[config.mk]
export PLATFORM = sky130hd
export DESIGN_NAME = fft_pingpong_buffer
export DESIGN_NICKNAME = d
export VERILOG_FILES = /design/src/rtl/fft_pingpong_buffer.sv
export SDC_FILE = /design/constraint.sdc
export NUM_CORES = 1
export LEC_CHECK = 0
export ABC_CLOCK_PERIOD_IN_PS = 2620
export CORE_ASPECT_RATIO = 1.4
export CORE_MARGIN = 2
export CORE_UTILIZATION = 55
export DETAILED_ROUTE_END_ITERATION = 10
export GPL_ROUTABILITY_DRIVEN = 1
export PLACE_DENSITY = 0.73
export SETUP_SLACK_MARGIN = 0.5
export SYNTH_ARGS = -nofsm -noshare
export SYNTH_HDL_FRONTEND = slang
export SYNTH_SLANG_ARGS = --single-unit
[constraint.sdc]
create_clock -name CLK -period 2.62 [get_ports CLK]
set_clock_uncertainty 0.15 [all_clocks]
set_input_delay 0.524 -clock CLK [delete_from_list [all_inputs] [get_ports CLK]]
set_output_delay 0.524 -clock CLK [all_outputs]
set_load 0.02 [all_outputs]
[src/rtl/fft_pingpong_buffer.sv]
// fft_pingpong_buffer
//
// Double-buffered complex sample store placed in front of the FFT butterfly
// pipeline. Frames of N = 2^LOG2N samples are written in natural order into
// one bank while the other bank is replayed, in natural or bit-reversed
// order, on a valid/ready output.
//
// Ports:
//   CLK        rising-edge clock
//   RST        asynchronous active-low reset
//   clear      synchronous soft reset (same effect as RST)
//   in_valid   input sample valid
//   in_ready   buffer can accept a sample this cycle
//   in_re      input real part
//   in_im      input imaginary part
//   bitrev_en  read order for the next frame (1 = bit-reversed), sampled at frame start
//   out_valid  output sample valid
//   out_ready  downstream accepts the output this cycle
//   out_re     output real part
//   out_im     output imaginary part
//   out_index  natural-order address of the current output sample
//   out_last   current output is the final sample of its frame
//   frames_out count of fully drained frames, wraps at 2^16
module fft_pingpong_buffer #(
    parameter int DATA_W         = 16,
    parameter int LOG2N          = 3,
    parameter bit BITREV_DEFAULT = 1'b1
) (
    input  logic                     CLK,
    input  logic                     RST,
    input  logic                     clear,
    input  logic                     in_valid,
    output logic                     in_ready,
    input  logic signed [DATA_W-1:0] in_re,
    input  logic signed [DATA_W-1:0] in_im,
    input  logic                     bitrev_en,
    output logic                     out_valid,
    input  logic                     out_ready,
    output logic signed [DATA_W-1:0] out_re,
    output logic signed [DATA_W-1:0] out_im,
    output logic [LOG2N-1:0]         out_index,
    output logic                     out_last,
    output logic [15:0]              frames_out
);

    localparam int N = 1 << LOG2N;
    localparam logic [LOG2N-1:0] PTR_LAST = LOG2N'(N - 1);

    typedef enum logic {
        S_IDLE,
        S_STREAM
    } rd_state_t;

    function automatic logic [LOG2N-1:0] bit_reverse(input logic [LOG2N-1:0] a);
        logic [LOG2N-1:0] r;
        for (int i = 0; i < LOG2N; i++) begin
            r[i] = a[LOG2N-1-i];
        end
        return r;
    endfunction

    // Both banks live in one array: the bank select is the address MSB.
    logic [2*DATA_W-1:0] mem_q [2*N];

    rd_state_t                 state_q,      state_d;
    logic                      wr_bank_q,    wr_bank_d;
    logic [LOG2N-1:0]          wr_ptr_q,     wr_ptr_d;
    logic                      rd_bank_q,    rd_bank_d;
    logic [LOG2N-1:0]          rd_ptr_q,     rd_ptr_d;
    logic [1:0]                full_q,       full_d;
    logic                      order_q,      order_d;
    logic                      out_valid_q,  out_valid_d;
    logic signed [DATA_W-1:0]  out_re_q,     out_re_d;
    logic signed [DATA_W-1:0]  out_im_q,     out_im_d;
    logic [LOG2N-1:0]          out_index_q,  out_index_d;
    logic                      out_last_q,   out_last_d;
    logic [15:0]               frames_out_q, frames_out_d;

    logic                      wr_fire;
    logic [LOG2N-1:0]          ld_ptr;
    logic                      ld_order;
    logic [LOG2N-1:0]          ld_addr;
    logic [2*DATA_W-1:0]       ld_data;

    assign in_ready   = !full_q[wr_bank_q];
    assign wr_fire    = in_valid && in_ready;

    assign out_valid  = out_valid_q;
    assign out_re     = out_re_q;
    assign out_im     = out_im_q;
    assign out_index  = out_index_q;
    assign out_last   = out_last_q;
    assign frames_out = frames_out_q;

    // Address of the sample the output registers load next: the first sample
    // of a frame when leaving IDLE (using the order about to be latched),
    // otherwise the successor of the sample currently presented.
    always_comb begin
        if (state_q == S_IDLE) begin
            ld_ptr   = '0;
            ld_order = bitrev_en;
        end else begin
            ld_ptr   = rd_ptr_q + 1'b1;
            ld_order = order_q;
        end
        ld_addr = ld_order ? bit_reverse(ld_ptr) : ld_ptr;
        ld_data = mem_q[{rd_bank_q, ld_addr}];
    end

    always_comb begin
        state_d      = state_q;
        wr_bank_d    = wr_bank_q;
        wr_ptr_d     = wr_ptr_q;
        rd_bank_d    = rd_bank_q;
        rd_ptr_d     = rd_ptr_q;
        full_d       = full_q;
        order_d      = order_q;
        out_valid_d  = out_valid_q;
        out_re_d     = out_re_q;
        out_im_d     = out_im_q;
        out_index_d  = out_index_q;
        out_last_d   = out_last_q;
        frames_out_d = frames_out_q;

        // Writer. The bank it fills is never the one being drained, so the
        // set below and the clear in the reader touch different full bits.
        if (wr_fire) begin
            if (wr_ptr_q == PTR_LAST) begin
                full_d[wr_bank_q] = 1'b1;
                wr_bank_d         = ~wr_bank_q;
                wr_ptr_d          = '0;
            end else begin
                wr_ptr_d = wr_ptr_q + 1'b1;
            end
        end

        // Reader
        case (state_q)
            S_IDLE: begin
                if (full_q[rd_bank_q]) begin
                    order_d     = bitrev_en;
                    rd_ptr_d    = '0;
                    out_valid_d = 1'b1;
                    out_re_d    = ld_data[2*DATA_W-1:DATA_W];
                    out_im_d    = ld_data[DATA_W-1:0];
                    out_index_d = ld_addr;
                    out_last_d  = (ld_ptr == PTR_LAST);
                    state_d     = S_STREAM;
                end
            end
            S_STREAM: begin
                if (out_ready) begin
                    if (out_last_q) begin
                        out_valid_d       = 1'b0;
                        full_d[rd_bank_q] = 1'b0;
                        rd_bank_d         = ~rd_bank_q;
                        frames_out_d      = frames_out_q + 16'd1;
                        state_d           = S_IDLE;
                    end else begin
                        rd_ptr_d    = ld_ptr;
                        out_re_d    = ld_data[2*DATA_W-1:DATA_W];
                        out_im_d    = ld_data[DATA_W-1:0];
                        out_index_d = ld_addr;
                        out_last_d  = (ld_ptr == PTR_LAST);
                    end
                end
            end
            default: state_d = S_IDLE;
        endcase

        // Soft reset wins over everything above; partial frames are dropped.
        if (clear) begin
            state_d      = S_IDLE;
            wr_bank_d    = 1'b0;
            wr_ptr_d     = '0;
            rd_bank_d    = 1'b0;
            rd_ptr_d     = '0;
            full_d       = 2'b00;
            order_d      = BITREV_DEFAULT;
            out_valid_d  = 1'b0;
            out_re_d     = '0;
            out_im_d     = '0;
            out_index_d  = '0;
            out_last_d   = 1'b0;
            frames_out_d = '0;
        end
    end

    always_ff @(posedge CLK or negedge RST) begin
        if (!RST) begin
            state_q      <= S_IDLE;
            wr_bank_q    <= 1'b0;
            wr_ptr_q     <= '0;
            rd_bank_q    <= 1'b0;
            rd_ptr_q     <= '0;
            full_q       <= 2'b00;
            order_q      <= BITREV_DEFAULT;
            out_valid_q  <= 1'b0;
            out_re_q     <= '0;
            out_im_q     <= '0;
            out_index_q  <= '0;
            out_last_q   <= 1'b0;
            frames_out_q <= '0;
        end else begin
            state_q      <= state_d;
            wr_bank_q    <= wr_bank_d;
            wr_ptr_q     <= wr_ptr_d;
            rd_bank_q    <= rd_bank_d;
            rd_ptr_q     <= rd_ptr_d;
            full_q       <= full_d;
            order_q      <= order_d;
            out_valid_q  <= out_valid_d;
            out_re_q     <= out_re_d;
            out_im_q     <= out_im_d;
            out_index_q  <= out_index_d;
            out_last_q   <= out_last_d;
            frames_out_q <= frames_out_d;
        end
    end

    // Sample storage carries no reset; stale contents are never read because
    // the full flags gate the reader.
    always_ff @(posedge CLK) begin
        if (wr_fire) begin
            mem_q[{wr_bank_q, wr_ptr_q}] <= {in_re, in_im};
        end
    end

endmodule

==> results by group <==
STA
  – Final setup TNS: 0 ps
  – RSZ-0062 raised after global routing: true
  – Fin. max-slew vios: 0
  – Slew margin rel.: 0.557
  – Worst-margin pin slew: roughly 660 ps
  – Final hold slack: approximately 270 ps
  – Final setup fails: 0
  – Min Clock Period, post-route: 2510 ps
  – Fmax: ~0.4 GHz
  – Period utilization: 0.958
  – Final hold violation count: 0

Logic synthesis
  – FF+latch count, synth: approximately 580
  – Synth async-reset ratio: 0.111
  – Yosys warnings: 0
  – Syn Std Cell Area: about 0.022 mm2
  – Most frequent cell after synthesis: edfxtp_1
  – Post-synthesis net count: ~1400
  – Top cells by area, synth: edfxtp_1, dfrtp_1, mux4_2
  – Syn_area_per_cell: roughly 16 um2
  – Top cell type by total area after synthesis: edfxtp_1
  – Synth Instances: between 1000 and 1500
  – Most common flop cell mapped by yosys: edfxtp_1
  – Count of different cell masters after synthesis: 44
  – Share of the synthesized area in the top cell type: 0.695
  – Most frequent cells after synthesis: edfxtp_1, nand2_1, nand3_1
  – Sequential area share after synthesis: 0.767
  – Post-synth EDFFs: 512

Setup path
  – Crit end category: flop
  – Critical path arrival: 2800 ps
  – Worst r2r dst: out_re[10]
  – CP max FO: 10
  – Reg-to-Reg Start: rd_ptr_q[1]
  – Kind of critical path: reg2reg
  – Req. time, crit path: 2910 ps
  – Flop-to-flop setup slack: about 110 ps
  – Register-to-Register Path Depth: 8
  – Setup crit start kind: flop

Pwr
  – Leak: 9.64 nW
  – Int Power: approximately 14 mW
  – Clock share of power: 0.412
  – Pwr dens: between 600 and 700 mW/mm2
  – Gate power share: 0.022
  – Tot Pwr: approximately 18 mW
  – Switch Pwr: ~3.5 mW
  – Sw Share: 0.197
  – Max IR drop VDD: a little over 700 uV
  – Share of power burned in registers: 0.565

Clock network
  – Worst-path clk slew: around 60 ps
  – Maximum buffer depth of the clock tree: 3
  – H-Tree Depth: 2
  – CTS Root Cell: clkbuf_16
  – CTS tree: yes
  – Clk Latency, worst-skew pair: 590 ps
  – Clock Sinks: 576
  – CTS buffer count: 50

Placement
  – Placer Congestion: slightly above 0.8
  – HPWL Detailed: about 32000 um
  – Number of port buffers: 91

Drt
  – Routed Antenna Nets: 0
  – Post-Route WL: 55300 um
  – DRC violations left: 0
  – Via/cell ratio: between 6 and 7
  – Vias: ~13000
  – DRT Pass-1 Iters: 5
  – Drt initial violations: 1638
  – Wire length per cell: roughly 26 um

Global routing
  – Number of global-route vias before repair: around 14000
  – GR Overflow Total: 0
  – Initial antenna violation count: 0
  – First-pass GRT wire length: about 83000 um
  – Total GRT Usage: 0.267
  – Maximum number of pins on one net before global-route repair: between 40 and 50

Die
  – Core box area: ~0.039 mm2
  – Chip width: 174 um
  – Die area: 0.0419 mm2
  – Die Y: 241 um
  – Row count: 86
  – Starting density of the core: 0.560
  – # IOs: 92

Finish
  – Fillers: about 2600
  – NumNets Final: 1627
  – Area delta synth->final: 22.4%
  – Final core occ: 0.686
  – Layout cell share with drive strength beyond 1: 0.209

Outcome
  – Status: completed

Run
  – Maxcap violations: 0

Hold path
  – Min-Delay Path Class: in2async
## critical path, stage by stage, from the launching register on
cell and delay, ps:
dfrtp_1 410, ha_4 190, xor2_4 150, o211ai_4 230, buf_12 220, buf_16 170, mux4_2 530, a22oi_2 180
o211ai_1 120
## sequential cells by signal (all words and copies together) (netlist names), 2 cells and up
register,cells
out_re,16
wr_ptr_q,3
rd_ptr_q,3
out_im,16
out_index,2
full_q,2
frames_out,16
mem_q,512
## timing repair
action / in CTS / in global routing
endpoints found under the setup margin: 572 / 103
pin swaps: 26 / 6
cloned: 6 / 1
endpoints found under the hold margin: 23 / 0
buffers inserted: 33 / 6
resized for setup: 99 / 22
hold buffers: 1 / 0
## how the worst max path moves through the flow
stage | startpoint | end | slack, ps | depth (start not counted)
global placement | rd_ptr_q[1] | out_im[11] | 100 | 10
floorplan | rd_ptr_q[0] | out_re[10] | 300 | 8
finish | rd_ptr_q[1] | out_re[10] | 110 | 8
global route | rd_ptr_q[1] | out_im[14] | 50 | 9
CTS | rd_ptr_q[1] | out_re[10] | 100 | 8
detailed placement | rd_ptr_q[1] | out_im[10] | 50 | 10
## cells by family (layout without fill, tap and decap cells)
group,Yosys count,in the layout,share of synthesized area
xor+xnor,15,15,0.00628
flops,576,576,0.767
buf+inv,81,326,0.0177
simple gates,542,542,0.109
other cells,0,1,0
compound gates,92,92,0.0304
fa+ha+maj,7,7,0.00396
mux,66,66,0.0660
## area by class of cell
| type | count | area, um2 | share of cell area |
|---|---|---|---|
| diodes | 1 | 2.50 | 0.0000923 |
| clock buffers | 67 | 1390 | 0.0512 |
| clock inverters | 27 | 255 | 0.00942 |
| flip-flops and latches | 576 | 17000 | 0.627 |
| repair buffers | 224 | 2760 | 0.102 |
| well taps | 528 | 661 | 0.0244 |
| multi-input cells | 722 | 5020 | 0.185 |
| inverters | 8 | 30.0 | 0.00111 |
## stage by stage
stage                     instance area (um2)  worst slack (ps)  std cells
after floorplan                         22200               300       1379
after global routing                    27100              46.5       2152
after detailed placement                24700              50.6       2011
after global placement                  24700               103       2011
final                                   27100               109       2153
after CTS                               27000               105       2145
## power by group through the flow
stage               clock network (mW)  registers, mW  logic, mW
CTS                               7.43           10.1      0.397
global placement                     0           10.3      0.378
global route                      7.77           10.1      0.426
floorplan                            0           10.3      0.104
finish                            7.37           10.1      0.399
detailed placement                   0           10.3      0.390
## layout by cell type, fill, tap and decap left out, types with 3 or more instances in the layout
master,Yosys,routed
a21oi_1,9,9
a22oi_1,32,12
a22oi_2,0,20
and2_4,0,16
buf_12,0,49
buf_16,0,10
buf_4,3,64
buf_6,7,4
buf_8,0,4
bufinv_16,0,4
clkbuf_1,37,11
clkbuf_16,0,52
clkbuf_8,0,5
clkdlybuf4s50_1,0,36
clkinv_1,0,6
clkinv_2,0,12
dfrtp_1,63,61
dlygate4sd2_1,0,52
edfxtp_1,512,512
ha_1,7,6
inv_1,8,8
mux4_2,64,64
nand2_1,310,305
nand2_2,0,4
nand3_1,131,131
nand4_1,37,37
nor2_1,24,22
nor2_2,1,3
nor3_1,7,5
nor3_4,0,4
o211ai_1,33,33
o21ai_0,6,6
or3_1,3,3
xnor2_1,5,5
xor2_1,9,9
## per-layer routing
| metal | GRT usage | up-vias | part of all wire |
|---|---|---|---|
| li1 | - | 5663 | - |
| met1 | 0.333 | 6714 | 0.36 |
| met2 | 0.474 | 744 | 0.52 |
| met3 | 0.0369 | 152 | 0.079 |
| met4 | 0.112 | 0 | 0.040 |
| met5 | 0 | - | 0 |
No activity file was read; power rests on OpenSTA's default activity.
==> RTL change: new RTL, same flow settings <==
`BITREV_DEFAULT`: 1'b1 -> 1'b0.
--- a/src/rtl/fft_pingpong_buffer.sv
+++ b/src/rtl/fft_pingpong_buffer.sv
@@ -24,7 +24,7 @@
 module fft_pingpong_buffer #(
     parameter int DATA_W         = 16,
     parameter int LOG2N          = 3,
-    parameter bit BITREV_DEFAULT = 1'b1
+    parameter bit BITREV_DEFAULT = 1'b0
 ) (
     input  logic                     CLK,
     input  logic                     RST,
Check against the original RTL: no difference found for any inputs over 4 cycles, from zero or initial values and one cycle with RST low; that may be too few to reach the edited logic, so the function may still have changed.
==> RTL change against the original RTL <==
- clock power fell by 3%
- count of clock-buffer cells in the layout is 3 higher
- combinational power decreased by 2%
- cell count about the same
- critical path depth unchanged
- total power shrank 1.2%
- wire length decreased by 5.9%
- area after synthesis increased by 0.21%
- sequential cell count unchanged
- worst setup slack improved by 0.0037 ns
- design area decreased by 0.26%
==> RTL change: results (changes against the original RTL) <==
metric;value;unit;change
async_reset_ff_frac;0.111;;unchanged
outcome;completed;;
drive_above_1_share;0.194;;-0.0144
endpoint;out_im[6];;
gp_congestion;0.793;;-3.4%
instances_no_fill;2155;;+0.093%
hp-class;in -> async;;
syn-mean-instance-area;16.1;µm²;+0.14%
antennaDiodeCount;0;;-1
clk_latency;0.59;ns;about the same
drt_iter0_markers;1426;;-13%
layout.nets;1624;;-0.18%
vias;13025;;-1.9%
dpl_cell_area;24800;µm²;+0.29%
p_per_area;654;nW/µm²;-0.91%
peakVddDrop;0.563;mV;-20%
ys_seq_area_frac;0.765;;-0.00170
syn_nets;1425;;+0.070%
detailedPlace.worstSlack;-0.175;ns;-0.226 ns
wirelength;52100;µm;-5.9%
p_leak;9.60;nW;-0.44%
grt_use_total;0.248;;-0.0193
cts-buffers-inserted;51;;+2.0%
holdWs;0.317;ns;+0.0503 ns
cts.htree.levels;2;;unchanged
grt_max_degree;57;;+19%
fillers;2628;;+2.7%
grt_pass1_wl;77900;µm;-5.9%
synth.distinct_cells;43;;-2.3%
tightest_slew;0.637;ns;-0.0245 ns
yosys-top-cells-area;edfxtp_1 (69%), dfrtp_1 (7.2%), nand2_1 (5.3%), mux4_2 (5.0%), nand3_1 (3.0%);;
slowest_stage;mux4_1;;
critPathKind;reg -> reg;;
grt_pass1_vias;13109;;-3.5%
worst_ep_arrival_time;2.81;ns;about the same
numPortBuffers;91;;unchanged
path_max_fanout;12;;+2
dp_hpwl;29900;µm;-5.1%
timing.rr.start;rd_ptr_q[1];;
synthFlopType;edfxtp_1;;
placed_cells;2017;;+0.30%
ys_top_cells_by_count;edfxtp_1 (512), nand2_1 (311), nand3_1 (131);;
crit_path_max_incr_delay;0.56;ns;+0.03 ns
## RTL change: logic make-up after synthesis
family,Yosys count,synth area share
buffers and inverters,81,0.0176
xor gates and xnor gates,15,0.00626
adders and majority gates,7,0.00395
muxes,66,0.0684
DFF,576,0.765
and+or+nand+nor,542,0.108
AOI/OAI and AO/OA,93,0.0302
## RTL change: worst min path at each step
stage / to / cells past startpoint
floorplan: frames_out[0] / 0
global placement: out_index[0] / 2
detailed placement: out_index[0] / 2
CTS: out_im[8] / 2
global route: out_im[8] / 2
finish: frames_out[15] / 2
## RTL change: repair_timing
item | in CTS | in global routing
hold buffers | 1 | 0
pin swaps | 10 | 7
resized for setup | 81 | 35
buffers inserted | 20 | 14
hold endpoints to repair | 31 | 0
gates cloned | 6 | 2
setup endpoints to repair | 124 | 474
## RTL change: layout make-up
type / instances / share of cell area
clock buffers: 70 / 0.0533
clock inverters: 25 / 0.00648
inverters: 8 / 0.00111
multi-input cells: 723 / 0.186
flip-flops and latches: 576 / 0.628
well taps: 534 / 0.0247
repair buffers: 219 / 0.100
## RTL change: power breakdown
group          switching (mW)  internal (mW)
registers              0.0191           10.1
clock network            3.20           3.97
logic                   0.249          0.141
total                    3.47           14.2
## RTL change: per-layer routing
layer / vias up / part of all wire / track usage
li1: 5659 / - / -
met1: 6641 / 0.39 / 0.326
met2: 609 / 0.52 / 0.421
met3: 116 / 0.064 / 0.0365
met4: 0 / 0.033 / 0.0949
met5: - / 0 / 0
## RTL change: worst max-delay path, delay by kind of cell, from the launching register on
| kind | cells | cell delay, ns |
|---|---|---|
| flip-flops | 1 | 0.41 |
| AO/OA/AOI/OAI | 3 | 0.53 |
| XOR/XNOR | 1 | 0.16 |
| multiplexers | 1 | 0.56 |
| adder cells (fa/ha/maj) | 1 | 0.19 |
| buffers and inverters | 2 | 0.38 |
